### config.mk
export PLATFORM = sky130hd
export DESIGN_NAME = zc_square_gen
export DESIGN_NICKNAME = d
export VERILOG_FILES = /design/src/rtl/zc_square_gen.sv
export SDC_FILE = /design/constraint.sdc
export NUM_CORES = 1
export LEC_CHECK = 0
export BUFFER_PORTS_ARGS = -buffer_cell sky130_fd_sc_hd__buf_2
export CORE_MARGIN = 5
export CORE_UTILIZATION = 60
export CTS_CLUSTER_DIAMETER = 60
export DETAILED_ROUTE_END_ITERATION = 7
export HOLD_SLACK_MARGIN = 0.15
export PLACE_DENSITY_LB_ADDON = 0.12
export SLEW_MARGIN = 25
export SYNTH_ARGS = -nofsm -noshare
export SYNTH_HDL_FRONTEND = slang
export SYNTH_SLANG_ARGS = --single-unit
### constraint.sdc
create_clock -name clk -period 6.7 [get_ports clk]
set_input_delay 0.67 -clock clk [delete_from_list [all_inputs] [get_ports clk]]
set_output_delay 0.67 -clock clk [all_outputs]
set_load 0.02 [all_outputs]
### src/rtl/zc_square_gen.sv
// Sine-to-square converter: windowed DC-offset estimate, hysteretic crossing
// detector with holdoff, three square-wave modes, period measurement and lock flag.
module zc_square_gen #(
    parameter int DATA_W   = 29,
    parameter int WIN_LOG2 = 10,
    parameter int CNT_W    = 32,
    parameter int HOLDOFF  = 4
) (
    input  logic                     clk,
    input  logic                     rst,
    input  logic                     en,
    input  logic signed [DATA_W-1:0] din,
    input  logic                     din_valid,
    input  logic        [DATA_W-2:0] hyst,
    input  logic        [1:0]        mode,
    output logic                     square_out,
    output logic        [CNT_W-1:0]  period,
    output logic                     period_valid,
    output logic signed [DATA_W-1:0] mean_out,
    output logic                     mean_valid,
    output logic                     locked
);

    localparam int ACC_W = DATA_W + WIN_LOG2;
    localparam int CMP_W = DATA_W + 2;
    localparam int HO_W  = (HOLDOFF > 0) ? $clog2(HOLDOFF + 1) : 1;
    localparam logic [CNT_W-1:0] CNT_MAX = '1;

    // ST_ARM: a fresh mean exists; the next valid sample picks the starting side.
    typedef enum logic [1:0] {ST_ACQ, ST_ARM, ST_LOW, ST_HIGH} state_t;

    state_t state, state_nxt;

    logic signed [ACC_W-1:0]  acc, acc_sum;
    logic        [WIN_LOG2-1:0] win_cnt;
    logic                     win_last;
    logic        [CNT_W-1:0]  cnt, cnt_inc;
    logic        [HO_W-1:0]   holdoff_cnt;
    logic                     have_ref;
    logic signed [CMP_W-1:0]  din_x, mean_x, hyst_x, thr_hi, thr_lo;
    logic                     armed, rise_x, fall_x, square_nxt;

    assign acc_sum  = acc + ACC_W'(din);
    assign win_last = &win_cnt;
    assign cnt_inc  = (cnt == CNT_MAX) ? cnt : cnt + CNT_W'(1);

    // Thresholds are two bits wider than the sample so mean +/- hyst never wraps.
    assign din_x  = CMP_W'(din);
    assign mean_x = CMP_W'(mean_out);
    assign hyst_x = signed'({3'b000, hyst});
    assign thr_hi = mean_x + hyst_x;
    assign thr_lo = mean_x - hyst_x;
    assign armed  = en && din_valid && (holdoff_cnt == '0);

    // NOTE: sequential state uses non-blocking assignments so every register
    // samples the pre-edge values of the others.
    always_ff @(posedge clk or negedge rst) begin
        if (!rst) state <= ST_ACQ;
        else      state <= state_nxt;
    end

    // NOTE: each combinational output gets a default first so no latch is inferred.
    always_comb begin
        state_nxt = state;
        if (!en) begin
            state_nxt = ST_ACQ;
        end else if (din_valid) begin
            case (state)
                ST_ACQ:  if (win_last) state_nxt = ST_ARM;
                ST_ARM:  state_nxt = (din_x > mean_x) ? ST_HIGH : ST_LOW;
                ST_LOW:  if (armed && (din_x > thr_hi)) state_nxt = ST_HIGH;
                ST_HIGH: if (armed && (din_x < thr_lo)) state_nxt = ST_LOW;
                default: state_nxt = ST_ACQ;
            endcase
        end
    end

    always_comb begin
        rise_x     = armed && (state == ST_LOW)  && (din_x > thr_hi);
        fall_x     = armed && (state == ST_HIGH) && (din_x < thr_lo);
        square_nxt = square_out;
        if (en && din_valid && (state == ST_ARM)) begin
            // Toggle modes start from the current level; comparator mode follows the side.
            if ((mode == 2'b00) || (mode == 2'b11)) square_nxt = (din_x > mean_x);
        end else if (rise_x) begin
            square_nxt = ((mode == 2'b01) || (mode == 2'b10)) ? ~square_out : 1'b1;
        end else if (fall_x) begin
            case (mode)
                2'b01:   square_nxt = square_out;
                2'b10:   square_nxt = ~square_out;
                default: square_nxt = 1'b0;
            endcase
        end
    end

    always_ff @(posedge clk or negedge rst) begin
        if (!rst) begin
            acc          <= '0;
            win_cnt      <= '0;
            cnt          <= '0;
            holdoff_cnt  <= '0;
            have_ref     <= 1'b0;
            square_out   <= 1'b0;
            period       <= '0;
            period_valid <= 1'b0;
            mean_out     <= '0;
            mean_valid   <= 1'b0;
            locked       <= 1'b0;
        end else begin
            mean_valid   <= 1'b0;
            period_valid <= 1'b0;
            if (!en) begin
                acc         <= '0;
                win_cnt     <= '0;
                cnt         <= '0;
                holdoff_cnt <= '0;
                have_ref    <= 1'b0;
                square_out  <= 1'b0;
                locked      <= 1'b0;
            end else if (din_valid) begin
                win_cnt <= win_cnt + WIN_LOG2'(1);
                if (win_last) begin
                    mean_out   <= DATA_W'(acc_sum >>> WIN_LOG2);
                    mean_valid <= 1'b1;
                    acc        <= '0;
                end else begin
                    acc <= acc_sum;
                end

                if (holdoff_cnt != '0)    holdoff_cnt <= holdoff_cnt - HO_W'(1);
                else if (rise_x || fall_x) holdoff_cnt <= HO_W'(HOLDOFF);

                square_out <= square_nxt;

                if (rise_x) begin
                    cnt      <= '0;
                    have_ref <= 1'b1;
                    // The first rise after acquisition only establishes the reference.
                    if (have_ref) begin
                        period       <= cnt_inc;
                        period_valid <= 1'b1;
                        locked       <= (cnt != CNT_MAX);
                    end
                end else begin
                    cnt <= cnt_inc;
                    if (cnt_inc == CNT_MAX) locked <= 1'b0;
                end
            end
        end
    end

endmodule

==> results of run 1 <==
cell type report:
class	instances	share of cell area
multi-input combinational	1328	0.6132
sequential	152	0.2472
timing repair buffer	140	0.04805
inverter	119	0.02903
clock buffer	18	0.02854
tap	313	0.02545
clock inverter	14	0.008537
cell usage in the layout, fill, tap and decap left out, types with 6 or more instances in the layout:
cell type,n
buf_4,13
a21oi_1,128
nand4_1,39
and4_1,8
a21o_1,53
ha_1,187
nor2b_1,11
clkbuf_16,17
nor2_1,92
and2_1,11
o21ai_0,140
buf_2,126
nand3_1,36
o21bai_1,14
and3_1,19
nor4_1,12
xor2_1,43
o31ai_1,25
a31oi_1,9
nand2b_1,18
o22ai_1,7
dfrtp_1,152
inv_1,116
or2_2,7
o21a_1,13
nor3b_1,6
mux2_2,13
a22o_1,29
inv_6,6
xnor2_1,73
nor3_1,34
a21boi_0,9
o211ai_1,11
or3_1,18
or4_1,8
nand2_1,153
Yosys cell counts, types with 12 or more instances:
library cell	count	share of area
a21o_1	53	0.029
a21oi_1	128	0.046
a22o_1	29	0.018
and3_1	19	0.0085
clkbuf_1	56	0.015
dfrtp_1	152	0.27
ha_1	187	0.17
inv_1	116	0.031
mux2_2	13	0.010
nand2_1	153	0.041
nand2b_1	18	0.0081
nand3_1	36	0.013
nand4_1	39	0.017
nor2_1	93	0.025
nor2b_1	12	0.0054
nor3_1	34	0.012
nor4_1	12	0.0054
o21a_1	13	0.0070
o21ai_0	140	0.050
o21bai_1	14	0.0075
o31ai_1	25	0.013
or3_1	18	0.0081
xnor2_1	73	0.046
xor2_1	43	0.027
state kept, by name, indices dropped and copies added, names as in the netlist, 2 cells and up:
signal and count:
acc 39, cnt 32, period 32, mean_out 29, win_cnt 10, holdoff_cnt 3
state 2
power groups by stage:
| stage | combinational (W) | sequential [W] | clock (W) |
|---|---|---|---|
| after floorplan | 0.000632 | 0.00101 | 0 |
| after global placement | 0.000833 | 0.00101 | 0 |
| after detailed placement | 0.000850 | 0.00102 | 0 |
| after CTS | 0.000858 | 0.000999 | 0.000961 |
| after global routing | 0.000972 | 0.00101 | 0.00100 |
| final | 0.000867 | 0.00100 | 0.000948 |
logic make-up after synthesis:
logic type,Yosys count
muxes,18
xor gates and xnor gates,117
adders and majority gates,190
and+or+nand+nor,502
DFF,152
AOI/OAI and AO/OA,501
buffers and inverters,189
worst reg2reg max path, delay by kind of cell (launching register included):
kind	cells	cell delay (ns)
AO/OA/AOI/OAI	7	1.78
adder cells (fa/ha/maj)	3	0.96
buffers and inverters	1	0.26
flip-flops	1	0.42
multiplexers	2	0.53
AND/OR/NAND/NOR	9	2.25
per-layer routing:
metal | vias to the layer above | track usage | part of all wire
li1 | 6231 | - | -
met1 | 6103 | 0.3880 | 0.45
met2 | 388 | 0.4877 | 0.47
met3 | 61 | 0.04682 | 0.059
met4 | 0 | 0.06613 | 0.018
met5 | - | 0 | 0
final timing paths:
kind	cells after the start	slack (ns)	startpoint	to
min in group clk	2	0.48	period[15]$_DFFE_PN0P_	period[15]$_DFFE_PN0P_
worst min-delay path	1	0.30	rst	mean_valid$_DFF_PN0_
worst max-delay path	22	0.45	mean_out[0]$_DFFE_PN0P_	cnt[18]$_DFFE_PN0N_
worst min register to register	2	0.48	period[15]$_DFFE_PN0P_	period[15]$_DFFE_PN0P_
max in group asynchronous	2	5.01	rst	acc[9]$_DFFE_PN0N_
worst max register to register	22	0.45	mean_out[0]$_DFFE_PN0P_	cnt[18]$_DFFE_PN0N_
through the flow:
stage | instance area (µm²) | hold slack [ns] | total power [W] | std cells
2_1_floorplan | 13960 | 0.3744 | 0.001639 | 1669
3_5_place_dp | 14820 | 0.4657 | 0.001865 | 2052
4_1_cts | 15390 | 0.3276 | 0.002818 | 2084
6_report | 15390 | 0.2996 | 0.002815 | 2084
5_1_grt | 15390 | 0.3603 | 0.002981 | 2084
3_3_place_gp | 14820 | 0.4585 | 0.001847 | 2052
==> metrics.cfg, run 1 <==
[layout]
multiInputGateArea_um2 = 9437
final.fill_count = 1942
seq_area_um2 = 3804
finish.utilization = 0.6756
drive_gt1_frac = 0.1214
fin_nets = 2011
antenna_cells = 0
areaGrowthSynthToFinish_pct = 10.25

[worst_setup_path]
crit_family = simple AND/OR/NAND/NOR gates
crit_type = flip-flop to flip-flop
crit_chain = ha_1, fa_1, nor2b_1, o311a_1, o311ai_1, and4b_1, o311a_1, o41ai_2, a221oi_1, mux2i_1, o2111ai_1, ha_1, nand4_1, or4_1, nor3_1, nor4b_1, nand3b_1, mux2_2, nand3_1, buf_4, or4_1, o21ai_0
worst-path-buf-inv = 1
endpoint_kind = flip-flop
worstPathRequired_ns = 7.05
cpPeakStageDelay_ns = 0.57
crit_path_max_fanout = 16
crit_arrival_ns = 6.61
critPathSlowestCell = or4_1
crit_path_start_kind = flip-flop

[grt]
gr-total-overflow = 0
grt_pass1_vias = 12300
grt_first_pass_wirelength_mm = 62.47
grt_max_degree = 88
antenna_found_initial = 0
grtUsageTotal = 0.2877

[sta]
hold_violations = 0
min_period_over_period = 0.9334
worst_pin_slew_ns = 1.055
period_needed_ns = 6.254
setup_ws_ns = 0.4461
fin_skew_ns = 0.01150
rsz0062_at_grt = no
setup_tns_ns = 0
drv_slew = 0
relSlewSlack = 0.2949
setup_viol = 0
clock.fmax_mhz = 159.9

[placement]
dp_hpwl_mm = 29.18
gp_congestion = 0.9344
io_buffers = 127
post-place-ws_ns = 0.07965

[power]
seq_power_share = 0.355
internal_power_w = 0.001819
sw_frac_of_total = 0.3539
ir_drop_mv = 0.1789
power_density_nw_per_um2 = 182.9
power.switching_w = 0.0009960
p_comb_frac = 0.308
p_clk_frac = 0.337
power.leakage_nw = 7.387

[synthesis]
synth_enable_flop_cells = 0
synth_fa_ha_area_frac = 0.1719
ys_seq_elements = 152
ys_types = 85
ys.flop_type = dfrtp_1
synthXorXnorAreaFrac = 0.07440
synth_mux_area_frac = 0.01407
synth-simple-area-share = 0.1833
synth_top_family_by_area = compound AO/OA/AOI/OAI gates
avgSynthCellArea_um2 = 8.363
async_flop_share = 1.000
synth-compound-area-share = 0.2316
synth_nets = 1922
yosysWarnings = 0
syn_area_um2 = 13960
ys_seq_area_frac = 0.2725
netlist_instances = 1669

[clock_network]
cts_resized = 0
cts_tree = yes
clockBufferDepth = 2
cts_setup_buffers = 0
hold_buffers = 0
cts_buffers = 17
clkLatencyLatePin_ns = 0.43
cts_root_buf = clkbuf_16
clkSlewWorstSetupHoldPaths_ns = 0.07
htreeDepth = 4
clock_sinks = 152

[routing]
vias = 12780
vias_per_cell = 6.134
wl_mm = 37.90
firstDrtPassIters = 5
drtAntennaViolNets = 0
wl_per_cell_um = 18.19
route.detailed.drc = 0
drtIter0Drc = 1124

[floorplanning]
dieWidth_um = 162.5
num_rows = 55
dieArea_um2 = 26410
initial_utilization = 0.6128
coreArea_um2 = 22780
ios = 128
die_h_um = 162.5

[run]
maxCapViolations = 0

[min_path]
hold_class = primary input to asynchronous set/reset pin

[status]
outcome = finished, final reports clean

Note: power is estimated with default switching activity, not from simulation.
==> inputs of run 2 (changes only) <==
Clock period 6.7 ns to 7.5 ns, I/O delays scaled along.
==> run 2 against run 1 <==
Clock power decreased by 2%. Highest routed layer is now met5. Worst setup slack improved by 0.55 ns. Non-clock buffer count fell by 5. Final area grew 0.19%. Die area did not move. Critical endpoint is now cnt[8]$_DFFE_PN0N_. Critical path depth up 1.
==> metrics.cfg, run 2 (same netlist as run 1, synthesis figures left out) <==
[floorplanning]
coreArea_um2 = 22780  ; unchanged
ios = 128  ; unchanged
initial_utilization = 0.6128  ; unchanged
num_rows = 55  ; unchanged
dieArea_um2 = 26410  ; unchanged
die_h_um = 162.5  ; unchanged
dieWidth_um = 162.5  ; unchanged

[worst_setup_path]
crit_arrival_ns = 6.85  ; +0.24 ns
worstPathRequired_ns = 7.85  ; +0.80 ns
crit_path_start_kind = primary input
crit_path_max_fanout = 20  ; +4
endpoint_kind = flip-flop
crit_type = primary input to flip-flop

[sta]
setup_viol = 0  ; unchanged
hold_violations = 0  ; unchanged
rsz0062_at_grt = no
relSlewSlack = 0.3785  ; +0.08359
setup_tns_ns = 0  ; unchanged
fin_skew_ns = 0.008496  ; -0.003005 ns
clock.fmax_mhz = 153.8
drv_slew = 0  ; unchanged
period_needed_ns = 6.502
min_period_over_period = 0.8670
worst_pin_slew_ns = 0.9246  ; -0.1308 ns

[routing]
wl_mm = 37.75  ; -0.42%
vias_per_cell = 6.150  ; +0.26%
vias = 12790  ; +0.070%
route.detailed.drc = 0  ; unchanged
wl_per_cell_um = 18.15  ; -0.23%
drtIter0Drc = 958  ; -15%
drtAntennaViolNets = 0  ; unchanged
firstDrtPassIters = 5  ; unchanged

[clock_network]
cts_setup_buffers = 0  ; unchanged
cts_resized = 0  ; unchanged
clkSlewWorstSetupHoldPaths_ns = 0.06  ; about the same
clock_sinks = 152  ; unchanged
hold_buffers = 0  ; unchanged
clockBufferDepth = 2  ; unchanged
cts_tree = yes
clkLatencyLatePin_ns = 0.43  ; about the same
htreeDepth = 4  ; unchanged
cts_buffers = 17  ; unchanged
cts_root_buf = clkbuf_16

[layout]
top_register = acc
areaGrowthSynthToFinish_pct = 10.46
fin_cells = 2080  ; -0.19%
final_common_cell = ha_1
largest_reg_flops = 39  ; unchanged
drive_gt1_frac = 0.1183  ; -0.003054
final_cell_mix = ha_1, nand2_1, dfrtp_1
reg_top3 = acc x39, cnt x32, period x32
fin_nets = 2006  ; -0.25%

[placement]
gp_congestion = 0.9313  ; -0.33%
placed_cells = 2047  ; -0.24%
io_buffers = 127  ; unchanged
dp_hpwl_mm = 28.98  ; -0.70%

[grt]
gr-total-overflow = 0  ; unchanged
grtUsageTotal = 0.2846  ; -0.003067
grt_first_pass_wirelength_mm = 61.93  ; -0.86%
grt_max_degree = 92  ; +4.5%
antenna_found_initial = 1  ; +1
grt_pass1_vias = 12290  ; -0.073%

[run]
maxCapViolations = 0  ; unchanged

[power]
power.leakage_nw = 7.392  ; about the same
power_density_nw_per_um2 = 168.4  ; -7.9%
total_power_w = 0.002597  ; -7.7%
ir_drop_mv = 0.1307  ; -27%

[status]
outcome = finished, final reports clean

[min_path]
hold_class = primary input to asynchronous set/reset pin

run 2: cell count changes in the layout (fill, tap and decap cells not counted):
cell and change:
inv_8 -3, clkinv_2 +2, clkbuf_1 +1, inv_6 -4, diode_2 +1, buf_4 -5, bufinv_16 +4
run 2: through the flow:
stage	utilization	hold slack (ns)	cell area [µm²]	setup WS [ns]
finish	0.6769	0.4056	15420	0.9976
global placement	0.6489	0.4607	14780	0.7415
CTS	0.6768	0.4371	15420	1.036
detailed placement	0.6489	0.4705	14780	0.6258
global route	0.6768	0.4749	15420	0.5672
floorplan	-	0.4501	13960	1.829
run 2: cell type report:
type,instances,area (µm²)
antenna,1,2.502
clock buffer,19,442.9
clock inverter,13,192.7
fill,1949,7360
inverter,119,446.7
multi-input combinational,1328,9437
sequential,152,3804
tap,313,391.6
timing repair buffer,135,701.9
run 2: where the power goes:
| part | internal, W | switching (W) |
|---|---|---|
| logic | 0.000312 | 0.000459 |
| registers | 0.000863 | 0.0000290 |
| clock network | 0.000571 | 0.000363 |
run 2: worst max-delay path, stage by stage:
cell and delay (ns):
buf_2 0.11, ha_1 0.23, fa_1 0.42, nor2b_1 0.17, o311a_1 0.36, o311ai_1 0.44
and4b_1 0.32, o311a_1 0.23, o41ai_2 0.10, a221oi_1 0.43, mux2i_1 0.23, o2111ai_1 0.13
ha_1 0.32, nand4_1 0.11, or4_1 0.55, nor3_1 0.30, nor4b_1 0.14, nand3b_1 0.10
mux2_2 0.37, nand3_1 0.32, buf_4 0.30, or3_1 0.35, o21ai_0 0.08
run 2: worst paths after layout:
kind	from	endpoint	slack, ns	depth (start not counted)
hold reg to reg	period[14]$_DFFE_PN0P_	period[14]$_DFFE_PN0P_	0.48	2
setup reg to reg	mean_out[0]$_DFFE_PN0P_	cnt[8]$_DFFE_PN0N_	1.01	22
min in group clk	period[14]$_DFFE_PN0P_	period[14]$_DFFE_PN0P_	0.48	2
hold / removal	rst	mean_valid$_DFF_PN0_	0.41	1
max in group asynchronous	rst	cnt[21]$_DFFE_PN0N_	5.75	2
setup / recovery	hyst[0]	cnt[8]$_DFFE_PN0N_	1.0	23
run 2: layer usage:
metal,up-vias,GRT usage,part of all wire
li1,6218,-,-
met1,6107,0.3913,0.46
met2,395,0.4710,0.46
met3,70,0.03746,0.053
met4,2,0.08420,0.026
met5,-,0,0.00019
==> inputs of run 3 (changes only) <==
Settings changed: CORE_UTILIZATION 60 to 56, PLACE_DENSITY_LB_ADDON 0.12 to 0.3.
Clock period 7.5 ns to 5.3 ns, I/O delays scaled along.
==> run 3 against run 2 <==
The flow now finishes with violations (negative setup slack). Final area rose by 11%. Critical path depth rose by 1. Die area rose by 6.7%. Highest routed layer is now met4. Via count rose by 7.7%. First-iteration DRC count rose by 30%. Worst hold slack got worse by 0.19 ns. Global-route usage fell by 0.34 points.
==> metrics.cfg, run 3 (same netlist as run 1, synthesis figures left out) <==
[floorplanning]
dieWidth_um = 167.9  ; +3.3%
coreArea_um2 = 24460  ; +7.4%
ios = 128  ; unchanged
die_h_um = 167.9  ; +3.3%
dieArea_um2 = 28180  ; +6.7%
num_rows = 57  ; +3.6%
initial_utilization = 0.5706  ; -0.04219

[layout]
top_register = acc
final_common_cell = ha_1
fin_area_um2 = 17100  ; +11%
largest_reg_flops = 39  ; unchanged
antenna_cells = 0  ; -1
fin_cells = 2228  ; +7.1%
seq_area_um2 = 3804  ; unchanged
fin_nets = 2144  ; +6.9%
areaGrowthSynthToFinish_pct = 22.53
multiInputGateArea_um2 = 9923  ; +5.2%
drive_gt1_frac = 0.2295  ; +0.1112
reg_top3 = acc x39, cnt x32, period x32
final_cell_mix = ha_1, dfrtp_1, nand2_1
final.fill_count = 1975  ; +1.3%

[grt]
antenna_found_initial = 0  ; -1
grtUsageTotal = 0.2812  ; -0.003370
grt_pass1_vias = 12950  ; +5.4%
grt_first_pass_wirelength_mm = 65.72  ; +6.1%
gr-total-overflow = 0  ; unchanged
grt_max_degree = 109  ; +18%

[sta]
min_period_over_period = 1.068
hold_violations = 0  ; unchanged
setup_viol = 71  ; +71
clock.fmax_mhz = 176.6
drv_slew = 0  ; unchanged
relSlewSlack = 0.2777  ; -0.1008
fin_skew_ns = 0.01261  ; +0.004111 ns
period_needed_ns = 5.661
hold_slack_ns = 0.2172  ; -0.1884 ns
setup_tns_ns = -17.93  ; -17.93 ns
worst_pin_slew_ns = 1.081  ; +0.1565 ns
rsz0062_at_grt = yes
setup_ws_ns = -0.3612  ; -1.359 ns

[power]
power_density_nw_per_um2 = 221.0  ; +31%
sw_frac_of_total = 0.3304  ; +0.002775
power.switching_w = 0.001249  ; +47%
internal_power_w = 0.002531  ; +45%
seq_power_share = 0.335  ; -0.009
p_comb_frac = 0.317  ; +0.020
ir_drop_mv = 0.2546  ; +95%
power.leakage_nw = 8.256  ; +12%
p_clk_frac = 0.348  ; -0.011

[run]
maxCapViolations = 0  ; unchanged

[routing]
route.detailed.drc = 0  ; unchanged
vias = 13780  ; +7.7%
drtIter0Drc = 1248  ; +30%
wl_per_cell_um = 19.02  ; +4.8%
vias_per_cell = 6.185  ; +0.57%
wl_mm = 42.38  ; +12%
firstDrtPassIters = 6  ; +1
drtAntennaViolNets = 0  ; unchanged

[worst_setup_path]
worstPathRequired_ns = 5.58  ; -2.27 ns
cpPeakStageDelay_ns = 0.42  ; -0.13 ns
worst-path-buf-inv = 3  ; +1
crit_path_start_kind = flip-flop
endpoint_kind = flip-flop
critPathSlowestCell = dfrtp_1
crit_path_max_fanout = 6  ; -70%
crit_family = compound AO/OA/AOI/OAI gates
crit_arrival_ns = 5.94  ; -0.91 ns
crit_chain = ha_4, fa_2, nor2b_4, o311a_1, o311ai_2, buf_4, and4b_1, o311a_1, o41ai_4, a221oi_2, mux2i_1, o2111ai_1, ha_1, nand4_1, or2_4, nor2_2, a221o_1, a211oi_2, buf_4, mux2_4, or2_4, clkbuf_16, nand2_2, o21ai_1
crit_type = flip-flop to flip-flop

[min_path]
hold_class = primary input to asynchronous set/reset pin

[status]
violations = negative setup slack
outcome = finished with violations

[placement]
io_buffers = 127  ; unchanged
place_area_um2 = 15700  ; +6.2%
placed_cells = 2168  ; +5.9%
gp_congestion = 0.9608  ; +3.2%
dp_hpwl_mm = 31.52  ; +8.8%

[clock_network]
clkSlewWorstSetupHoldPaths_ns = 0.06  ; about the same
hold_buffers = 0  ; unchanged
cts_tree = yes
htreeDepth = 4  ; unchanged
clockBufferDepth = 2  ; unchanged
clkLatencyLatePin_ns = 0.43  ; about the same
cts_root_buf = clkbuf_16
clock_sinks = 152  ; unchanged
cts_buffers = 17  ; unchanged

[run 3: cell count changes in the layout (fill, tap and decap cells not counted), sizes merged, moves of 2 or more]
cell / delta
buf: +129
inv: -3
clkbuf: +9
or2: +2
[run 3: final timing paths]
path / start / end / slack (ns) / depth (start not counted)
worst max-delay path: mean_out[0]$_DFFE_PN0P_ / period[31]$_DFFE_PN0P_ / -0.36 / 24
worst min-delay path: rst / mean_out[3]$_DFFE_PN0P_ / 0.22 / 1
worst max register to register: mean_out[0]$_DFFE_PN0P_ / period[31]$_DFFE_PN0P_ / -0.36 / 24
worst min register to register: period[14]$_DFFE_PN0P_ / period[14]$_DFFE_PN0P_ / 0.48 / 2
max in group asynchronous: rst / state[1]$_DFFE_PN0P_ / 3.91 / 2
min in group clk: period[14]$_DFFE_PN0P_ / period[14]$_DFFE_PN0P_ / 0.48 / 2
[run 3: power groups by stage]
stage	Combinational, W	Sequential (W)	Clock, W
final	0.00120	0.00127	0.00132
after global routing	0.00133	0.00127	0.00137
after CTS	0.00117	0.00126	0.00132
after detailed placement	0.00113	0.00128	0
after global placement	0.00109	0.00128	0
after floorplan	0.000803	0.00127	0
[run 3: layer usage]
metal | GRT usage | vias up | part of all wire
li1 | - | 6510 | -
met1 | 0.3850 | 6600 | 0.43
met2 | 0.4558 | 557 | 0.47
met3 | 0.03775 | 113 | 0.063
met4 | 0.1055 | 0 | 0.035
met5 | 0 | - | 0
[run 3: area by class of cell]
cell class / count / share of cell area
repair buffers: 270 / 0.1104
well taps: 324 / 0.02370
flip-flops and latches: 152 / 0.2224
inverters: 119 / 0.02612
multi-input cells: 1331 / 0.5802
clock buffers: 22 / 0.02890
clock inverters: 10 / 0.008267
[run 3: what timing repair did]
item	in CTS	in global routing
pin swaps	17	22
cloned	1	12
setup buffers	11	5
endpoints found under the hold margin	0	0
resized for setup	52	112
setup endpoints to repair	71	72
[run 3: through the flow]
stage | power (W) | setup WS (ns) | utilization
floorplan | 0.002076 | 0.00002309 | -
global placement | 0.002377 | -0.5233 | 0.6417
detailed placement | 0.002417 | -0.7050 | 0.6417
CTS | 0.003751 | -0.2434 | 0.6760
global route | 0.003969 | -0.5449 | 0.6991
finish | 0.003780 | -0.3612 | 0.6991
